### src/rtl/att_auto_ctrl_if.sv
// Control/status bundle between the host decoder, the ADC overflow pin and the
// attenuator driver for att_auto_ctrl.
interface att_auto_ctrl_if;
  logic [4:0] host_att;
  logic       auto_en;
  logic       adc_ovf;
  logic [7:0] att;
  logic [4:0] auto_add;
  logic       ovf_flag;
  logic       att_sat;

  modport master (
    output host_att,
    output auto_en,
    output adc_ovf,
    input  att,
    input  auto_add,
    input  ovf_flag,
    input  att_sat
  );

  modport slave (
    input  host_att,
    input  auto_en,
    input  adc_ovf,
    output att,
    output auto_add,
    output ovf_flag,
    output att_sat
  );
endinterface

### src/rtl/att_auto_ctrl.sv
// Attenuation code = host request + automatic overload term, with fast attack
// on sustained ADC overrange, holdoff for attenuator settling and slow release.
module att_auto_ctrl #(
  parameter int unsigned OVF_MIN      = 4,
  parameter int unsigned STEP         = 2,
  parameter int unsigned HOLD_CYCLES  = 4096,
  parameter int unsigned DECAY_CYCLES = 1228800
) (
  input  logic            clock,
  input  logic            reset,
  att_auto_ctrl_if.slave  bus
);

  localparam int unsigned RUN_W   = $clog2(OVF_MIN + 1);
  localparam int unsigned HOLD_W  = (HOLD_CYCLES  > 1) ? $clog2(HOLD_CYCLES)  : 1;
  localparam int unsigned DECAY_W = (DECAY_CYCLES > 1) ? $clog2(DECAY_CYCLES) : 1;
  localparam int unsigned ADD_W   = 5;
  localparam int unsigned SUM_W   = 6;

  localparam logic [0:0] ST_TRACK   = 1'b0;
  localparam logic [0:0] ST_HOLDOFF = 1'b1;

  logic [0:0]         state_q,     state_d;
  logic [RUN_W-1:0]   ovf_run_q,   ovf_run_d;
  logic [HOLD_W-1:0]  hold_cnt_q,  hold_cnt_d;
  logic [DECAY_W-1:0] decay_cnt_q, decay_cnt_d;
  logic [ADD_W-1:0]   auto_add_q,  auto_add_d;
  logic [ADD_W-1:0]   att_q,       att_d;
  logic               att_sat_q,   att_sat_d;
  logic               ovf_flag_q,  ovf_flag_d;

  logic [SUM_W-1:0]   sum;
  logic [SUM_W-1:0]   add_step;
  logic               qualified;

  // State register and all registered outputs.
  always_ff @(posedge clock) begin
    if (reset) begin
      state_q     <= ST_TRACK;
      ovf_run_q   <= '0;
      hold_cnt_q  <= '0;
      decay_cnt_q <= '0;
      auto_add_q  <= '0;
      att_q       <= '0;
      att_sat_q   <= 1'b0;
      ovf_flag_q  <= 1'b0;
    end else begin
      state_q     <= state_d;
      ovf_run_q   <= ovf_run_d;
      hold_cnt_q  <= hold_cnt_d;
      decay_cnt_q <= decay_cnt_d;
      auto_add_q  <= auto_add_d;
      att_q       <= att_d;
      att_sat_q   <= att_sat_d;
      ovf_flag_q  <= ovf_flag_d;
    end
  end

  // Next-state, counters and output arithmetic.
  always_comb begin
    state_d     = state_q;
    hold_cnt_d  = hold_cnt_q;
    decay_cnt_d = decay_cnt_q;
    auto_add_d  = auto_add_q;
    sum         = SUM_W'(bus.host_att) + SUM_W'(auto_add_q);
    add_step    = SUM_W'(auto_add_q) + SUM_W'(STEP);

    // ovf_run only exceeds OVF_MIN-1 inside HOLDOFF, so >= lets a still-present
    // overload attack on the first TRACK cycle after the holdoff.
    qualified = bus.adc_ovf && (ovf_run_q >= RUN_W'(OVF_MIN - 1));

    if (!bus.adc_ovf) begin
      ovf_run_d = '0;
    end else if (ovf_run_q == RUN_W'(OVF_MIN)) begin
      ovf_run_d = ovf_run_q;
    end else begin
      ovf_run_d = ovf_run_q + RUN_W'(1);
    end

    case (state_q)
      ST_TRACK: begin
        if (qualified) begin
          auto_add_d  = (add_step > SUM_W'(31)) ? ADD_W'(31) : add_step[ADD_W-1:0];
          hold_cnt_d  = HOLD_W'(HOLD_CYCLES - 1);
          decay_cnt_d = '0;
          ovf_run_d   = '0;
          state_d     = ST_HOLDOFF;
        end else if (bus.adc_ovf) begin
          decay_cnt_d = '0;
        end else if (auto_add_q != '0) begin
          if (decay_cnt_q == DECAY_W'(DECAY_CYCLES - 1)) begin
            auto_add_d  = auto_add_q - ADD_W'(1);
            decay_cnt_d = '0;
          end else begin
            decay_cnt_d = decay_cnt_q + DECAY_W'(1);
          end
        end else begin
          decay_cnt_d = '0;
        end
      end
      ST_HOLDOFF: begin
        if (hold_cnt_q == '0) begin
          state_d = ST_TRACK;
        end else begin
          hold_cnt_d = hold_cnt_q - HOLD_W'(1);
        end
        if (bus.adc_ovf) begin
          decay_cnt_d = '0;
        end
      end
      default: begin
        state_d = ST_TRACK;
      end
    endcase

    // Disabling overrides every state action and bypasses the automatic term.
    if (!bus.auto_en) begin
      state_d     = ST_TRACK;
      ovf_run_d   = '0;
      hold_cnt_d  = '0;
      decay_cnt_d = '0;
      auto_add_d  = '0;
      sum         = SUM_W'(bus.host_att);
    end

    att_sat_d  = (sum > SUM_W'(31));
    att_d      = att_sat_d ? ADD_W'(31) : sum[ADD_W-1:0];
    ovf_flag_d = (state_d == ST_HOLDOFF);
  end

  assign bus.att      = {3'b000, att_q};
  assign bus.auto_add = auto_add_q;
  assign bus.ovf_flag = ovf_flag_q;
  assign bus.att_sat  = att_sat_q;

endmodule

### src/flat_wrapper.sv
// flat-port wrapper written by rule: the top's interface ports become plain ports
module att_auto_ctrl_flat 
#(
  parameter int unsigned OVF_MIN      = 4,
  parameter int unsigned STEP         = 2,
  parameter int unsigned HOLD_CYCLES  = 4096,
  parameter int unsigned DECAY_CYCLES = 1228800
)
  (clock, reset, bus_host_att, bus_auto_en, bus_adc_ovf, bus_att, bus_auto_add, bus_ovf_flag, bus_att_sat);
  att_auto_ctrl_if bus_i ();
  input  logic clock;
  input  logic reset;
  input wire logic [$bits(bus_i.host_att)-1:0] bus_host_att;
  input wire logic [$bits(bus_i.auto_en)-1:0] bus_auto_en;
  input wire logic [$bits(bus_i.adc_ovf)-1:0] bus_adc_ovf;
  output wire logic [$bits(bus_i.att)-1:0] bus_att;
  output wire logic [$bits(bus_i.auto_add)-1:0] bus_auto_add;
  output wire logic [$bits(bus_i.ovf_flag)-1:0] bus_ovf_flag;
  output wire logic [$bits(bus_i.att_sat)-1:0] bus_att_sat;
  assign bus_i.host_att = bus_host_att;
  assign bus_i.auto_en = bus_auto_en;
  assign bus_i.adc_ovf = bus_adc_ovf;
  assign bus_att = bus_i.att;
  assign bus_auto_add = bus_i.auto_add;
  assign bus_ovf_flag = bus_i.ovf_flag;
  assign bus_att_sat = bus_i.att_sat;
  att_auto_ctrl #(.OVF_MIN(OVF_MIN), .STEP(STEP), .HOLD_CYCLES(HOLD_CYCLES), .DECAY_CYCLES(DECAY_CYCLES)) u_core (.clock(clock), .reset(reset), .bus(bus_i));
endmodule
### config.mk
export PLATFORM = sky130hd
export DESIGN_NAME = att_auto_ctrl_flat
export DESIGN_NICKNAME = d
export VERILOG_FILES = /design/src/rtl/att_auto_ctrl_if.sv /design/src/rtl/att_auto_ctrl.sv /design/src/flat_wrapper.sv
export SDC_FILE = /design/constraint.sdc
export NUM_CORES = 1
export LEC_CHECK = 0
export ABC_AREA = 1
export BUFFER_PORTS_ARGS = -buffer_cell sky130_fd_sc_hd__buf_2
export CAP_MARGIN = 20
export CORE_UTILIZATION = 50
export DETAILED_ROUTE_END_ITERATION = 12
export PLACE_DENSITY_LB_ADDON = 0.2
export SLEW_MARGIN = 20
export SYNTH_ARGS = -nofsm -noshare
export SYNTH_HDL_FRONTEND = slang
export SYNTH_SLANG_ARGS = --single-unit
### constraint.sdc
create_clock -name clock -period 2.1 [get_ports clock]
set_input_delay 0.63 -clock clock [delete_from_list [all_inputs] [get_ports clock]]
set_output_delay 0.63 -clock clock [all_outputs]
set_load 0.005 [all_outputs]
* Word-level counts from Yosys, hierarchy flattened
Index checks and enable logic that the tools add are counted.
** Word-level totals
- Register bits :: 48
- Input port bits :: 9
- Output and inout port bits :: 15
- Logic and storage cells :: 55
** Operators by class
- $add $sub $neg :: 6
- Magnitude comparators :: 3
- Eq/ne operators :: 6
- Muxes and demuxes :: 23
- Bitwise logic cells :: 2
- Reductions and logical operators :: 8
** Operator list (number)
- $mux W21 :: 5
- $pmux W21 S2 :: 1
- $mux W5 :: 6
- $mux W12 :: 2
- $pmux W12 S2 :: 1
- $add A21 B1 Y21 const B :: 1
- $eq A21 B21 Y1 const B :: 1
- $gt A6 B5 Y1 const B :: 2
- $logic_not A12 Y1 :: 1
- $mux W3 :: 4
- $sub A12 B1 Y12 const B :: 1
- $add A5 B2 Y6 const B :: 1
- $add A5 B5 Y6 :: 1
- $mux W6 :: 1
- $reduce_bool A5 Y1 :: 1
- $sub A5 B1 Y5 const B :: 1
- $ne A2 B1 Y1 const B :: 2
- $ne A2 B2 Y1 const B :: 2
- $reduce_and A4 Y1 :: 1
- $reduce_bool A2 Y1 :: 2
- $add A3 B1 Y3 const B :: 1
- $eq A3 B3 Y1 const B :: 1
- $ge A3 B2 Y1 const B :: 1
- $mux W1 :: 2
- 5 further kinds :: 6

* Logic depth before layout (Yosys ltp)
Gate-level depths: netlist of the first run.
- Depth after elaboration :: 6
- Depth in mapped cells :: 12
- Depth with buffers taken out :: 12

* Least setup slack after synthesis of the first run
No wires, ideal clock.
- Path type :: input port to flip-flop
- Start point :: input bus_host_att[2]
- End point :: register u_core.att_q[1]
- Setup time :: 0.109 ns
- Arrival time :: 1.685 ns
- Required time :: 1.991 ns
- Path slack :: 0.306 ns
- Stages :: 9
- Buffers on the path :: 0
- Path through :: ha_1 > nand3_1 > nand3_1 > nand2_1 > nand2_1 > a21oi_1 > nand3_1 > nand2_1 > inv_1
** On the way
- Cells in the longest elaborated chain, start to end :: 4
** RTL lines
- from (decl) :: RTL line flat_wrapper.sv:13 : input wire logic [$bits(bus_i.host_att)-1:0] bus_host_att;
- $add A5 B5 Y6 :: RTL line att_auto_ctrl.sv:65 : sum = SUM_W'(bus.host_att) + SUM_W'(auto_add_q);
- $mux W6 (*) :: RTL line att_auto_ctrl.sv:117 : if (!bus.auto_en) begin
- $gt A6 B5 Y1 (*) :: RTL line att_auto_ctrl.sv:126 : att_sat_d = (sum > SUM_W'(31));
- $mux W5 (*) :: RTL line att_auto_ctrl.sv:127 : att_d = att_sat_d ? ADD_W'(31) : sum[ADD_W-1:0];
- to (signal assigned) :: RTL line att_auto_ctrl.sv:53 : att_q <= att_d;
- to (decl) :: RTL line att_auto_ctrl.sv:28 : logic [ADD_W-1:0] att_q, att_d;
Mark *: on every way between the ends. The rest lies on a longest branch, timed or not.
A chain may end at the register's enable or synchronous reset.

* Final worst setup path of the first run
- Start point :: register u_core.ovf_run_q[0]
- End point :: register u_core.auto_add_q[0] (netlist: u_core.bus.auto_add[0])
** On the way
- Cells in the longest elaborated chain, start to end :: 4
- Elaborated cells on any way between the ends :: 7
- Classes of those cells :: order compare: 1; eq/ne: 1; mux: 1; reduce/logical: 4
** RTL lines
- from (decl) :: RTL line att_auto_ctrl.sv:24 : logic [RUN_W-1:0] ovf_run_q, ovf_run_d;
- from (signal assigned) :: RTL line att_auto_ctrl.sv:49 : ovf_run_q <= ovf_run_d;
- $ge A3 B2 Y1 (*) :: RTL line att_auto_ctrl.sv:70 : qualified = bus.adc_ovf && (ovf_run_q >= RUN_W'(OVF_MIN - 1));
- $logic_and A1 B1 Y1 (*) :: RTL line att_auto_ctrl.sv:70
- $ne A2 B1 Y1 (no source line) or $reduce_bool A2 Y1 (tied branches)
- $reduce_and A4 Y1 (no source line)
- to (signal assigned) :: RTL line att_auto_ctrl.sv:52 : auto_add_q <= auto_add_d;
- to (decl) :: RTL line att_auto_ctrl.sv:27 : logic [ADD_W-1:0] auto_add_q, auto_add_d;
Marks and branches as above.

==> impl_metrics.json, run 1 <==
{
  "firstDrtPassIters": 5,
  "period_share_pct": 87.4,
  "critical_path_class": "register to register",
  "cap_violations": 0,
  "grt.total_usage_pct": 21.5,
  "die_y_um": 81.0,
  "area_growth_pct": 7.95,
  "ctsHoldBuffers": 0,
  "grt_pass1_vias": 2484,
  "cts_resized": 0,
  "ant_nets": 0,
  "start_util_pct": 52.3,
  "fill_cells": 595,
  "cts_buffers": 5,
  "antenna_found_initial": 0,
  "die_area_mm2": 0.00655,
  "rsz0062_at_grt": "false",
  "place_area_mm2": 0.00328,
  "cp_max_fo": 7,
  "highest_layer": "met4",
  "yosys_register_bits": 48,
  "finClkSkew_ns": 0.0136,
  "period_needed_ns": 1.83,
  "grt_pass1_wl_mm": 11.1,
  "drc": 0,
  "synth.area.top_cells": "dfxtp_1 31%, nand2_1 13%, nand3_1 7.4%",
  "ys.flop_type": "dfxtp_1",
  "clk_pin_slew_ns": 0.10,
  "cts_max_level": 2,
  "ir_drop_v": 0.000296,
  "powerDensity_mw_per_mm2": 463,
  "hold_viol": 0,
  "cts_sinks": 48,
  "final_util_pct": 56.5,
  "wl_met1_mm": 3.14,
  "via_per_inst": 5.08,
  "io_buffers": 20,
  "post_drt_wl_per_cell_um": 11.6,
  "hpwl_mm": 4.78,
  "fp.dieW_um": 81.0,
  "drive_above_1_share_pct": 16.4,
  "setup_violations": 0,
  "setup_slack_ns": 0.265,
  "drv_slew": 0,
  "netlist_instances": 458,
  "yosys.area.top_type_share_pct": 30.8,
  "r2r_cells": 10,
  "worst_setup_path_start_kind": "register",
  "gr-total-overflow": 0,
  "gp_congestion": 0.885,
  "regArea_um2": 961,
  "synth-async-reset-ratio_pct": 0,
  "core-area_mm2": 0.00596,
  "hp-class": "register to register",
  "dr_wl_met3_um": 185,
  "clk_path_buf_depth": 2,
  "p_leak_nw": 1.49,
  "cts_root_buffer": "clkbuf_8",
  "syn-cell-area_mm2": 0.00312,
  "cts_tree": "built",
  "status": "completed",
  "cp.arrival_ns": 2.03,
  "rows": 28,
  "vias": 2832,
  "final_area_mm2": 0.00336,
  "hold_depth": 2,
  "yosysTopAreaCell": "dfxtp_1",
  "dr.first_iter.drc_count": 152,
  "postCtsSetupRepairBufs": 0,
  "seq_area_frac_synth_pct": 30.8,
  "required_ns": 2.30,
  "insertedDiodeCount": 0,
  "synth_cell_type_count": 40,
  "wl_mm": 6.46,
  "yosysWarnings": 0,
  "place_ws_ns": 0.123,
  "ioPinCount": 24,
  "synth-edff-count": 0,
  "grt_max_degree": 22,
  "clk_latency_ns": 0.31,
  "finalNetCount": 508,
  "met2_length_mm": 3.06,
  "endpoint_kind": "register",
  "tns_ns": 0,
  "clock.fmax_mhz": 545,
  "syn_area_per_cell_um2": 6.81,
  "multi_input_area_mm2": 0.00185
}
layer usage:
layer | track usage (%) | vias up
met5 | 0 | -
met4 | 6.43 | 0
met3 | 3.82 | 8
met2 | 37.3 | 44
met1 | 27.0 | 1268
li1 | - | 1512
kinds of logic (layout without fill, tap and decap cells):
| group | after synthesis | in the layout | synth area share (%) |
|---|---|---|---|
| adder cells (fa/ha/maj) | 17 | 17 | 7.07 |
| AND/OR/NAND/NOR | 246 | 246 | 36.7 |
| AO/OA/AOI/OAI | 67 | 67 | 12.3 |
| flip-flops | 48 | 48 | 30.8 |
| other | 1 | 3 | 0.120 |
| buffers and inverters | 69 | 92 | 10.1 |
| XOR/XNOR | 10 | 10 | 2.81 |
critical path, cell delays in order, from the launching register on:
cell and delay [ns]:
dfxtp_1 0.34, ha_1 0.20, ha_1 0.18, inv_1 0.07, nand3_1 0.14, nand2_1 0.26
nor2_1 0.15, a21oi_1 0.19, nand3_1 0.10, nand2_1 0.06, nor2_1 0.04
cells in the mapped netlist, types with 2 or more instances:
master	instances
nand2_1	109
inv_1	49
nor2_1	49
dfxtp_1	48
nand3_1	46
a21oi_1	33
o21ai_0	17
ha_1	16
nand2_2	9
a21oi_2	8
inv_2	6
nor2_2	6
nand2_4	5
xnor2_1	5
xor2_1	5
nand3b_1	4
nand4_1	4
nor3_1	4
buf_2	3
buf_4	3
clkbuf_1	3
nor2_4	3
o21bai_1	3
or2_2	3
a31oi_1	2
worst paths after layout:
kind | from | to | slack (ns)
worst max-delay path | u_core.ovf_run_q[0] | u_core.bus.auto_add[0] | 0.27
worst min-delay path | u_core.decay_cnt_q[6] | u_core.decay_cnt_q[6] | 0.50
worst max register to register | u_core.ovf_run_q[0] | u_core.bus.auto_add[0] | 0.27
worst min register to register | u_core.decay_cnt_q[6] | u_core.decay_cnt_q[6] | 0.50
sequential cells by signal, indices dropped and copies added, names as in the netlist:
name                 cells
u_core.hold_cnt_q       12
u_core.bus.att_sat       1
u_core.bus.ovf_flag      1
u_core.bus.auto_add      5
u_core.ovf_run_q         3
u_core.att_q             5
u_core.decay_cnt_q      21
power breakdown:
| group | internal, W | switching (W) | leakage, nW | total, W |
|---|---|---|---|---|
| Clock | 0.000233 | 0.000329 | 0.0479 | 0.000562 |
| Sequential | 0.000917 | 0.00000312 | 0.388 | 0.000921 |
| Combinational | 0.0000278 | 0.0000466 | 1.06 | 0.0000743 |
| Total | 0.00118 | 0.000379 | 1.49 | 0.00156 |
layout make-up:
type                    count  area share [%]
clock buffers               5            2.05
multi-input cells         343            54.9
clock inverters             3           0.558
repair buffers             27            4.54
flip-flops and latches     48            28.6
inverters                  57            6.58
well taps                  75            2.79
cell usage in the layout, fill, tap and decap left out, drive strengths merged:
master	instances
nand2	123
nor2	59
inv	57
dfxtp	48
nand3	47
a21oi	41
buf	27
o21ai	17
ha	16
xnor2	5
xor2	5
clkbuf	5
nor3	4
nand3b	4
nand4	4
o21bai	3
or2	3
conb	3
clkinv	3
a31oi	2
o22ai	1
and2	1
o21a	1
a22oi	1
a21o	1
nor3b	1
fa	1
stage by stage:
stage	power [W]	hold slack, ns	std cells
after floorplan	0.000990	0.461	460
after global placement	0.00102	0.476	550
after detailed placement	0.00102	0.479	550
after CTS	0.00157	0.493	558
after global routing	0.00162	0.525	558
final	0.00156	0.496	558
No activity file was read; power rests on OpenSTA's default activity.
==> run 2, diff against run 1 <==
==> constraint.sdc (replaced) <==
create_clock -name clock -period 2.1 [get_ports clock]
set_input_delay 0.42 -clock clock [delete_from_list [all_inputs] [get_ports clock]]
set_output_delay 0.42 -clock clock [all_outputs]
set_load 0.005 [all_outputs]
==> run 2 against run 1 <==
Register-to-register slack hardly changed. Non-clock buffer count is 3 lower. Global-route usage is 0.30 points higher. Cell count is 0.54% lower. Die area stayed put. Maximum frequency is 0.44% lower. Wire length is 1.4% higher. First-iteration DRC count is 30% lower. Clock power is 46% higher. Critical path type unchanged. Largest cell class unchanged. Highest routed layer unchanged.
==> impl_metrics.json, run 2 (synthesized netlist as in run 1, its figures left out) <==
{
  "insertedDiodeCount": 0,
  "rsz0062_at_grt": "false",
  "die_area_mm2": 0.00655,
  "vias": 2825,
  "hp-class": "primary input to register",
  "fp.dieW_um": 81.0,
  "die_y_um": 81.0,
  "mostFrequentLayoutCell": "nand2_1",
  "clk_path_buf_depth": 2,
  "cts_root_buffer": "clkbuf_8",
  "mostFrequentLayoutCells": "109 x nand2_1, 49 x inv_1, 49 x nor2_1",
  "post_drt_wl_per_cell_um": 11.8,
  "rows": 28,
  "tns_ns": 0,
  "clk_pin_slew_ns": 0.10,
  "grt_pass1_wl_mm": 11.4,
  "endpoint_kind": "register",
  "drv_slew": 0,
  "finalNetCount": 505,
  "ir_drop_v": 0.000369,
  "regArea_um2": 961,
  "grt_max_degree": 27,
  "worst_setup_path_start_kind": "register",
  "cp_max_fo": 7,
  "reg.largest.list": "u_core.decay_cnt_q: 21 flops, u_core.hold_cnt_q: 12 flops",
  "hold_viol": 0,
  "ioPinCount": 24,
  "reg2reg_slack_ns": 0.26,
  "critical_path_class": "register to register",
  "postCtsSetupRepairBufs": 0,
  "cap_violations": 0,
  "dr.first_iter.drc_count": 107,
  "drive_above_1_share_pct": 15.8,
  "multi_input_area_mm2": 0.00185,
  "period_share_pct": 87.8,
  "cts_resized": 0,
  "max_slew_margin_pct": 63.0,
  "p_leak_nw": 1.50,
  "firstDrtPassIters": 4,
  "start_util_pct": 52.3,
  "cp_slowest_cell": "dfxtp_1",
  "finClkSkew_ns": 0.0101,
  "gp_congestion": 0.852,
  "via_per_inst": 5.09,
  "power_w": 0.00182,
  "area_growth_pct": 8.83,
  "cp_top_family": "simple AND/OR/NAND/NOR gates",
  "drc": 0,
  "fill_cells": 597,
  "ctsHoldBuffers": 0,
  "largest_register_ffs": 21,
  "grt_pass1_vias": 2647,
  "required_ns": 2.31,
  "core-area_mm2": 0.00596,
  "period_needed_ns": 1.84,
  "regMostFlops": "u_core.decay_cnt_q",
  "clk_latency_ns": 0.31,
  "cp.arrival_ns": 2.05,
  "crit_buf_inv": 1,
  "grt.total_usage_pct": 21.8,
  "ant_nets": 0,
  "clock.fmax_mhz": 543,
  "setup_violations": 0,
  "io_buffers": 20,
  "cts_max_level": 2,
  "status": "completed",
  "path_cells": "ha_1, ha_1, inv_1, nand3_1, nand3_1, nand2_1, nand3_1, nand2_1, nand2_1, nor2_1",
  "wl_mm": 6.56,
  "cts_tree": "built",
  "gr-total-overflow": 0,
  "cts_sinks": 48,
  "worst_pin_slew_ns": 0.554,
  "cts_buffers": 5,
  "antenna_found_initial": 0,
  "max_stage_delay_ns": 0.34,
  "hpwl_mm": 4.81,
  "powerDensity_mw_per_mm2": 535
}
-- run 2: changes by cell type in the layout (fill, tap and decap cells not counted) --
cell       before  now
buf_4           7    4
bufinv_16       0    2
clkinv_2        2    0
clkinv_4        1    0
inv_6           1    2
-- run 2: path summary, 6_finish.rpt --
check / end / start / cells after the start
max reg2reg: u_core.bus.auto_add[1] / u_core.ovf_run_q[0] / 10
min reg2reg: u_core.decay_cnt_q[1] / u_core.decay_cnt_q[1] / 2
min: u_core.att_q[1] / reset / 4
max: u_core.bus.auto_add[1] / u_core.ovf_run_q[0] / 10
-- run 2: worst register-to-register path: cells and delay by family, from the launching register on --
kind / cells / cell delay (ns)
AND/OR/NAND/NOR: 7 / 0.98
adder cells (fa/ha/maj): 2 / 0.37
flip-flops: 1 / 0.34
buffers and inverters: 1 / 0.07
-- run 2: final cells by class --
cell class	instances	area share, %
well taps	75	2.77
flip-flops and latches	48	28.3
inverters	57	6.53
clock inverters	3	2.03
clock buffers	5	2.03
repair buffers	24	3.84
multi-input cells	343	54.5
-- run 2: layer usage --
| layer | routed length (µm) | part of all wire (%) | track usage, % | vias up |
|---|---|---|---|---|
| met1 | 3120 | 48 | 26.9 | 1302 |
| met3 | 122 | 1.9 | 3.48 | 6 |
| met4 | 63 | 0.96 | 6.96 | 0 |
| met2 | 3250 | 50 | 38.5 | 15 |
| li1 | - | - | - | 1502 |
| met5 | 0 | 0 | 0 | - |
-- run 2: power breakdown --
part           total [W]  leakage (nW)  switching, W  internal [W]
clock           0.000823        0.0687      0.000343      0.000480
combinational  0.0000733          1.04     0.0000466     0.0000267
sequential      0.000920         0.388    0.00000253      0.000917
total            0.00182          1.50      0.000392       0.00142
-- run 2: stage by stage --
| stage | cells | hold slack (ns) | utilization, % | instance area (µm²) | setup WS (ns) |
|---|---|---|---|---|---|
| global placement | 547 | 0.473 | 54.6 | 3250 | 0.290 |
| global route | 555 | 0.386 | 57.0 | 3390 | 0.0932 |
| finish | 555 | 0.370 | 57.0 | 3390 | 0.257 |
| CTS | 555 | 0.366 | 57.0 | 3390 | 0.264 |
| floorplan | 460 | 0.461 | - | 3120 | 0.494 |
| detailed placement | 547 | 0.483 | 54.6 | 3250 | 0.248 |
==> run 3, diff against run 2 <==
CORE_MARGIN = 4   (was default)
SLEW_MARGIN = 10   (was 20)
==> run 3 against run 2 <==
Design area grew 0.22%. Cell count increased by 0.18%. Count of clock-buffer cells in the layout unchanged. Worst setup slack better by 0.051 ns. Global-route usage fell by 3.7 points. Non-clock buffer count increased by 1. Wire length decreased by 4.0%. Die area increased by 15%. Critical endpoint is now u_core.bus.auto_add[0].
==> impl_metrics.json, run 3 (synthesized netlist as in run 1, its figures left out) <==
{
  "cts_sinks": 48,
  "die_y_um": 87.0,
  "reg2reg_from": "u_core.ovf_run_q[0]",
  "p_clk_share_pct": 44.8,
  "mostFrequentLayoutCells": "109 x nand2_1, 49 x inv_1, 49 x nor2_1",
  "seq_power_share_pct": 51.1,
  "finalNetCount": 506,
  "cp_max_fo": 7,
  "reg2reg_to": "u_core.bus.auto_add[0]",
  "cts_buffers": 5,
  "grt_max_degree": 18,
  "rows": 28,
  "drc": 0,
  "dr.first_iter.drc_count": 80,
  "cp_slowest_cell": "dfxtp_1",
  "ioPinCount": 24,
  "netSwitchingFraction_pct": 20.9,
  "hp-class": "primary input to register",
  "firstDrtPassIters": 4,
  "largest_register_ffs": 21,
  "critPathCapture": "u_core.bus.auto_add[0]",
  "setup_violations": 0,
  "finClkSkew_ns": 0.0113,
  "period_needed_ns": 1.79,
  "post_drt_wl_per_cell_um": 11.3,
  "combPwrFrac_pct": 4.1,
  "via_per_inst": 5.00,
  "regMostFlops": "u_core.decay_cnt_q",
  "path_cells": "ha_1, ha_1, inv_1, nand3_1, nand2_1, nor2_1, a21oi_1, nand3_1, nand2_1, nor2_1",
  "gr-total-overflow": 0,
  "required_ns": 2.31,
  "hold_slack_ns": 0.375,
  "gp_congestion": 0.884,
  "core-area_mm2": 0.00599,
  "power_w": 0.00180,
  "place_ws_ns": 0.293,
  "p_leak_nw": 1.51,
  "start_util_pct": 52.0,
  "die_area_mm2": 0.00756,
  "critical_path_class": "register to register",
  "ctsHoldBuffers": 0,
  "worst_setup_path_start_kind": "register",
  "grt_pass1_vias": 2732,
  "rsz0062_at_grt": "false",
  "crit_path_start": "u_core.ovf_run_q[0]",
  "stdcell_count": 556,
  "cts_tree": "built",
  "vias": 2781,
  "reg2reg_slack_ns": 0.31,
  "powerDensity_mw_per_mm2": 530,
  "clock.fmax_mhz": 558,
  "cap_violations": 0,
  "tns_ns": 0,
  "max_stage_delay_ns": 0.33,
  "cts_root_buffer": "clkbuf_8",
  "fp.dieW_um": 87.0,
  "ir_drop_v": 0.000252,
  "clk_pin_slew_ns": 0.10,
  "setup_slack_ns": 0.308,
  "period_share_pct": 85.3,
  "grt.total_usage_pct": 18.2,
  "status": "completed",
  "insertedDiodeCount": 0,
  "hold_viol": 0,
  "r2r_cells": 10,
  "cts_resized": 0,
  "drive_above_1_share_pct": 16.0,
  "mostFrequentLayoutCell": "nand2_1",
  "reg.largest.list": "u_core.decay_cnt_q: 21 flops, u_core.hold_cnt_q: 12 flops",
  "p_switching_w": 0.000376,
  "grt_pass1_wl_mm": 11.4,
  "cts_max_level": 2,
  "drv_slew": 0,
  "wl_mm": 6.29,
  "hpwl_mm": 4.80,
  "clk_latency_ns": 0.31,
  "dp_cells": 548,
  "postCtsSetupRepairBufs": 0,
  "clk_path_buf_depth": 2,
  "antenna_found_initial": 0,
  "ant_nets": 0,
  "io_buffers": 20,
  "cp.arrival_ns": 2.00,
  "area_growth_pct": 9.07,
  "p_int_w": 0.00142,
  "endpoint_kind": "register"
}
==> run 3: cell type report <==
| type | count | area, µm² |
|---|---|---|
| fill | 582 | 2590 |
| timing repair buffer | 25 | 138 |
| clock buffer | 5 | 68.8 |
| clock inverter | 3 | 68.8 |
| inverter | 57 | 221 |
| multi-input combinational | 343 | 1850 |
| tap | 75 | 93.8 |
| sequential | 48 | 961 |
==> run 3: stage by stage <==
stage | cell area, µm² | utilization, %
2_1_floorplan | 3120 | -
3_3_place_gp | 3260 | 54.4
3_5_place_dp | 3260 | 54.4
4_1_cts | 3400 | 56.7
5_1_grt | 3400 | 56.7
6_report | 3400 | 56.7
==> run 3: worst min-delay path by stage <==
stage	from	to	slack, ns	depth (start not counted)
after floorplan	u_core.decay_cnt_q[1]	u_core.decay_cnt_q[1]	0.46	2
final	reset	u_core.att_q[1]	0.38	4
after detailed placement	u_core.decay_cnt_q[6]	u_core.decay_cnt_q[6]	0.48	2
after CTS	reset	u_core.att_q[1]	0.36	4
after global placement	u_core.decay_cnt_q[6]	u_core.decay_cnt_q[6]	0.47	2
after global routing	bus_auto_en	u_core.att_q[3]	0.40	2
==> run 3: critical path, delay by kind of cell, from the launching register on <==
kind / cells / cell delay [ns]
DFF: 1 / 0.33
AOI/OAI and AO/OA: 1 / 0.20
buffers and inverters: 1 / 0.07
adders and majority gates: 2 / 0.37
and+or+nand+nor: 6 / 0.73
==> run 3: power groups by stage <==
stage / registers (W) / logic (W) / clock network [W]
floorplan: 0.000942 / 0.0000479 / 0
CTS: 0.000920 / 0.0000749 / 0.000834
global route: 0.000921 / 0.0000847 / 0.000858
detailed placement: 0.000941 / 0.0000745 / 0
finish: 0.000920 / 0.0000738 / 0.000807
global placement: 0.000941 / 0.0000738 / 0
==> run 3: layer usage <==
layer,routed length (µm),track usage [%]
met1,3070,22.4
met5,0,0
met3,136,3.41
met4,99,5.95
met2,2980,31.5
